File: src/rtl/mod6_pkg.sv
// mod6_pkg
// Shared definitions for the tick-driven modulo-6 counter controller:
//   - state_t      : controller FSM state encoding (IDLE / RUN / PAUSE)
//   - SEG_BLANK    : all segments off (active-low display)
//   - SEG_0..SEG_9 : active-low seven-segment patterns, bit 6 = g ... bit 0 = a
//   - digit_to_seg : helper mapping a 4-bit digit to its segment pattern
package mod6_pkg;

  typedef enum logic [1:0] {
    IDLE  = 2'b00,
    RUN   = 2'b01,
    PAUSE = 2'b10
  } state_t;

  localparam logic [6:0] SEG_BLANK = 7'h7F;

  // Active-low patterns, bit order {g,f,e,d,c,b,a}.
  localparam logic [6:0] SEG_0 = 7'b1000000;
  localparam logic [6:0] SEG_1 = 7'b1111001;
  localparam logic [6:0] SEG_2 = 7'b0100100;
  localparam logic [6:0] SEG_3 = 7'b0110000;
  localparam logic [6:0] SEG_4 = 7'b0011001;
  localparam logic [6:0] SEG_5 = 7'b0010010;
  localparam logic [6:0] SEG_6 = 7'b0000010;
  localparam logic [6:0] SEG_7 = 7'b1111000;
  localparam logic [6:0] SEG_8 = 7'b0000000;
  localparam logic [6:0] SEG_9 = 7'b0010000;

  function automatic logic [6:0] digit_to_seg(input logic [3:0] digit);
    logic [6:0] seg;
    case (digit)
      4'd0:    seg = SEG_0;
      4'd1:    seg = SEG_1;
      4'd2:    seg = SEG_2;
      4'd3:    seg = SEG_3;
      4'd4:    seg = SEG_4;
      4'd5:    seg = SEG_5;
      4'd6:    seg = SEG_6;
      4'd7:    seg = SEG_7;
      4'd8:    seg = SEG_8;
      4'd9:    seg = SEG_9;
      default: seg = SEG_BLANK;
    endcase
    return seg;
  endfunction

endpackage

File: src/rtl/seg7_decoder.sv
// seg7_decoder
// Purely combinational 4-bit digit to active-low seven-segment decoder.
// Digits 0-9 map to their glyphs; anything else blanks the display.
// Ports:
//   i_digit [3:0] : digit to display
//   o_seg   [6:0] : active-low segments, bit 6 = g ... bit 0 = a
module seg7_decoder
  import mod6_pkg::*;
(
  input  logic [3:0] i_digit,
  output logic [6:0] o_seg
);

  always_comb begin
    o_seg = digit_to_seg(i_digit);
  end

endmodule

File: src/rtl/mod6_counter_ctrl.sv
// mod6_counter_ctrl
// Modulo-MODULUS up/down counter advanced by a one-cycle tick enable, gated by
// a run/pause controller driven from a debounced-elsewhere pushbutton, with a
// registered seven-segment output. Everything runs on i_50MHz; i_tick is only
// an enable.
// Ports:
//   i_50MHz   : system clock
//   i_rst_n   : asynchronous active-low reset
//   i_tick    : one-cycle count enable
//   i_run_btn : asynchronous pushbutton; each press toggles run/pause
//   i_clr     : synchronous clear to IDLE / count 0
//   i_up_down : 1 = count up, 0 = count down (sampled in the tick cycle)
//   o_count   : current count, 0..MODULUS-1
//   o_wrap    : one-cycle pulse following a wrapping tick
//   o_running : high while in RUN
//   o_seg     : active-low segments of o_count, one cycle behind o_count
module mod6_counter_ctrl
  import mod6_pkg::*;
#(
  parameter int MODULUS = 6,
  parameter int WIDTH   = 3
) (
  input  logic             i_50MHz,
  input  logic             i_rst_n,
  input  logic             i_tick,
  input  logic             i_run_btn,
  input  logic             i_clr,
  input  logic             i_up_down,
  output logic [WIDTH-1:0] o_count,
  output logic             o_wrap,
  output logic             o_running,
  output logic [6:0]       o_seg
);

  localparam logic [WIDTH-1:0] MAX_CNT = WIDTH'(MODULUS - 1);

  state_t           r_state;
  logic [WIDTH-1:0] r_count;
  logic             r_wrap;
  logic             r_running;
  logic [6:0]       r_seg;
  logic             r_sync1;
  logic             r_sync2;
  logic             r_prev;

  logic             w_press;
  logic [3:0]       w_digit;
  logic [6:0]       w_seg;

  // Two-flop synchronizer plus a history flop; a press is the rising edge of
  // the synchronized button, so a held button yields exactly one press.
  always_ff @(posedge i_50MHz or negedge i_rst_n) begin
    if (!i_rst_n) begin
      r_sync1 <= 1'b0;
      r_sync2 <= 1'b0;
      r_prev  <= 1'b0;
    end else begin
      r_sync1 <= i_run_btn;
      r_sync2 <= r_sync1;
      r_prev  <= r_sync2;
    end
  end

  assign w_press = r_sync2 & ~r_prev;

  // Controller FSM with counter and registered status outputs.
  // Priority: clear, then press, then tick. A tick in the same cycle as a
  // press is still counted when the current state is RUN, because counting
  // looks at the state before the transition.
  always_ff @(posedge i_50MHz or negedge i_rst_n) begin
    if (!i_rst_n) begin
      r_state   <= IDLE;
      r_count   <= '0;
      r_wrap    <= 1'b0;
      r_running <= 1'b0;
    end else if (i_clr) begin
      r_state   <= IDLE;
      r_count   <= '0;
      r_wrap    <= 1'b0;
      r_running <= 1'b0;
    end else begin
      r_wrap <= 1'b0;

      if (r_state == RUN && i_tick) begin
        if (i_up_down) begin
          if (r_count == MAX_CNT) begin
            r_count <= '0;
            r_wrap  <= 1'b1;
          end else begin
            r_count <= r_count + 1'b1;
          end
        end else begin
          if (r_count == '0) begin
            r_count <= MAX_CNT;
            r_wrap  <= 1'b1;
          end else begin
            r_count <= r_count - 1'b1;
          end
        end
      end

      case (r_state)
        IDLE: begin
          r_count <= '0;
          if (w_press) begin
            r_state   <= RUN;
            r_running <= 1'b1;
          end
        end
        RUN: begin
          if (w_press) begin
            r_state   <= PAUSE;
            r_running <= 1'b0;
          end
        end
        PAUSE: begin
          if (w_press) begin
            r_state   <= RUN;
            r_running <= 1'b1;
          end
        end
        default: begin
          // Unreachable encoding: recover to a known-safe state.
          r_state   <= IDLE;
          r_count   <= '0;
          r_running <= 1'b0;
        end
      endcase
    end
  end

  // Widen or narrow the count onto the decoder's 4-bit digit input.
  generate
    if (WIDTH >= 4) begin : g_digit_trunc
      assign w_digit = r_count[3:0];
    end else begin : g_digit_ext
      assign w_digit = {{(4 - WIDTH){1'b0}}, r_count};
    end
  endgenerate

  seg7_decoder u_seg7_decoder (
    .i_digit (w_digit),
    .o_seg   (w_seg)
  );

  // Segments are registered from the registered count, hence one cycle late.
  always_ff @(posedge i_50MHz or negedge i_rst_n) begin
    if (!i_rst_n) begin
      r_seg <= SEG_0;
    end else begin
      r_seg <= w_seg;
    end
  end

  assign o_count   = r_count;
  assign o_wrap    = r_wrap;
  assign o_running = r_running;
  assign o_seg     = r_seg;

endmodule

File: config.mk
export PLATFORM = sky130hd
export DESIGN_NAME = mod6_counter_ctrl
export DESIGN_NICKNAME = d
export VERILOG_FILES = /design/src/rtl/mod6_pkg.sv /design/src/rtl/seg7_decoder.sv /design/src/rtl/mod6_counter_ctrl.sv
export SDC_FILE = /design/constraint.sdc
export NUM_CORES = 1
export LEC_CHECK = 0
export BUFFER_PORTS_ARGS = -buffer_cell sky130_fd_sc_hd__buf_4
export CAP_MARGIN = 0
export CELL_PAD_IN_SITES_DETAIL_PLACEMENT = 1
export CELL_PAD_IN_SITES_GLOBAL_PLACEMENT = 1
export CORE_AREA = 2 2 53 55
export CTS_BUF_LIST = sky130_fd_sc_hd__clkbuf_8 sky130_fd_sc_hd__clkbuf_16
export CTS_CLUSTER_DIAMETER = 100
export CTS_CLUSTER_SIZE = 14
export DETAILED_ROUTE_END_ITERATION = 8
export DIE_AREA = 0 0 55 57
export PLACE_DENSITY = 0.71
export SLEW_MARGIN = 20
export SYNTH_ARGS = -nofsm -noshare
export SYNTH_HDL_FRONTEND = slang
export SYNTH_SLANG_ARGS = --single-unit
File: constraint.sdc
create_clock -name i_50MHz -period 1.8 [get_ports i_50MHz]
set_input_delay 0.36 -clock i_50MHz [delete_from_list [all_inputs] [get_ports i_50MHz]]
set_output_delay 0.36 -clock i_50MHz [all_outputs]
set_load 0.02 [all_outputs]
==> run summary <==
Cells after synthesis: 81
First-pass GRT wire length: 3150 microns
Post_cts resized: 0
Min-Delay Path Class: in -> reg
Critical path, cell by cell: inv_1 -> ha_1 -> nor3b_2 -> a21oi_1 -> a211o_1 -> a211oi_2
CTS Buf Count: 3
H-tree levels: 1
Final Hold Violating Endpoints: 0
Iter 0 DRT Violations: 4
Clk_lat worst skew: 0.25 ns
Die W: 55 microns
Yosys warns: 0
Root Buffer: clkbuf_8
Router iterations before antenna repair: 3
# DRC: 0
Crit path max fanout: 5
Area growth from synthesis to layout: 25.1%
Status: finished clean
Startpoint Class: flop
Worst EP arrival: 1.73 ns
Crit-path slowest cell: dfrtp_1
Worst R2R Path Depth: 6
R2R Setup Slk: 0.24 ns
Total number of vias: 621
Area after DPL: 1010 sq um
Final period util: 0.868
Die Span Y: 57 microns
Leakage power: 0.519 nW
GRT Total Usage: 0.139
Via density: 4.70
Distinct cells, synth: 25
Fmax: 640 MHz
RSZ-0062 raised after global routing: false
Fillcell total: 310
Max Cap Viol: 0
Placement row count: 19
Power Density: 716 nW/um^2
Met3 WL post-DR: 85 microns
Share of layout cells above drive strength 1: 0.238
Syn Area/Cell: 10.5 sq um
Grt ovf: 0
Worst Path Required: 1.97 ns
Fin area: 1060 sq um
Wl on met1: 841 microns
Clk_skew: 0.00472 ns
Largest net degree at the start of global routing: 18
Initial antenna violation count: 0
# IOs: 18
CP endpoint kind: flop
RR Startpoint: o_count[1]
Clock Sinks: 17
Post-CTS Setup Repair Bufs: 0
DP HPWL: 1450 microns
Period minus WS final: 1.56 ns
Setup TNS Final: 0 ns
Fin. max-slew vios: 0
# setup viols final: 0
Core Region: 2620 sq um
Worst Tran Pin Value: 0.369 ns
Initial Utilization: 0.325
Port bufs: 17
Most frequent cells in the layout: buf_4, dfrtp_1, ha_1
CTS tree: built
CTS max path bufs: 2
WL met2: 918 microns
Ant. Diodes: 0
CP endpoint: o_count[2]
Tot Pwr: 0.000762 W
Syn Nets: 97
#FFs+latches synth: 17
Post-Syn Area: 851 sq um
GP Congestion: 0.818
Vias in the first global route: 662
Wire per inst: 14.1 microns
Seq/Total Area, Yosys: 0.501
Peak supply drop: 0.000325 V
Die area: 3140 sq um
Routed Antenna Nets: 0
Fin nets: 118
Relative slew slack: 0.754
Worst r2r dst: o_count[2]
Top Layer Used: met4
Routed WL: 1860 microns
Max stage delay on crit path: 0.41 ns
CP Launch Point: o_count[1]
Layout Utilization: 0.407
Crit Path Class: reg -> reg
Clock slew at reported path FFs: 0.07 ns
Commonest non-fill, non-tap cell in the layout: buf_4
## timing repair
action	in CTS	in global routing
hold endpoints to repair	16	0
hold buffers	1	0
setup endpoints to repair	0	0
## worst max-delay path, delay by kind of cell, from the launching register on
kind / cells / cell delay (ns)
and+or+nand+nor: 1 / 0.18
buffers and inverters: 1 / 0.12
adders and majority gates: 1 / 0.24
DFF: 1 / 0.41
AOI/OAI and AO/OA: 3 / 0.53
## power breakdown
part	switching, W	internal, W	total, W	leakage [nW]
logic	0.0000468	0.0000319	0.0000788	0.266
clock network	0.000131	0.000151	0.000282	0.0269
registers	0.00000770	0.000394	0.000401	0.225
## state kept, by name, summed over array words and instances, names as in the netlist
| name | count |
|---|---|
| o_count | 3 |
| r_prev | 1 |
| o_seg | 7 |
| r_sync2 | 1 |
| o_running | 1 |
| r_state | 2 |
| r_sync1 | 1 |
| o_wrap | 1 |
## worst min-delay path by stage
| stage | end | slack [ns] | depth (start not counted) | start |
|---|---|---|---|---|
| 2_1_floorplan | o_count[0] | 0.06 | 0 | i_rst_n |
| 3_3_place_gp | r_prev | 0.24 | 1 | i_rst_n |
| 3_5_place_dp | r_sync2 | 0.24 | 1 | i_rst_n |
| 4_1_cts | r_sync1 | 0.21 | 1 | i_run_btn |
| 5_1_grt | r_sync1 | 0.21 | 1 | i_run_btn |
| 6_report | r_sync1 | 0.22 | 1 | i_run_btn |
## final cells by class
| type | instances | area, sq um | share of cell area |
|---|---|---|---|
| tap | 31 | 38.8 | 0.0364 |
| multi-input combinational | 55 | 387 | 0.363 |
| inverter | 6 | 22.5 | 0.0212 |
| timing repair buffer | 19 | 145 | 0.136 |
| clock buffer | 3 | 41.3 | 0.0388 |
| sequential | 17 | 427 | 0.401 |
| clock inverter | 1 | 3.75 | 0.00353 |
## cells by family (layout without fill, tap and decap cells)
kind of cell,after synthesis,count (layout),synth area share
adder cells (fa/ha/maj),10,10,0.147
flip-flops,17,17,0.501
AND/OR/NAND/NOR,25,25,0.147
AO/OA/AOI/OAI,20,20,0.160
buffers and inverters,9,29,0.0441
## Yosys cell counts
cell	count	area, sq um
nor4_1	1	6.26
dfrtp_1	16	400
and2_1	1	6.26
a211o_1	1	8.76
a21oi_1	5	25.0
buf_4	1	7.51
o21a_1	2	15.0
dfstp_2	1	26.3
o21ai_0	4	20.0
a211oi_2	1	12.5
ha_1	10	125
a221oi_1	1	8.76
nor2b_1	1	6.26
a211oi_1	4	30.0
nand2_1	7	26.3
o311ai_0	1	8.76
inv_1	6	22.5
clkbuf_1	2	7.51
or3_1	1	6.26
nand2b_1	4	25.0
nor3b_2	1	12.5
nor2_1	7	26.3
a21o_1	1	7.51
nand3_1	1	5.00
nor3_1	1	5.00
## through the flow
step,cells,setup WS (ns),hold WS [ns]
2_1_floorplan,81,0.204,0.0644
3_3_place_gp,127,0.301,0.235
3_5_place_dp,127,0.222,0.244
4_1_cts,132,0.208,0.214
5_1_grt,132,0.0912,0.209
6_report,132,0.238,0.217
## metal layers
layer | up-vias | GRT usage
met5 | - | 0
met4 | 0 | 0.0627
met3 | 2 | 0.0262
met2 | 10 | 0.221
met1 | 298 | 0.181
li1 | 311 | -
No activity file was read; power rests on OpenSTA's default activity.
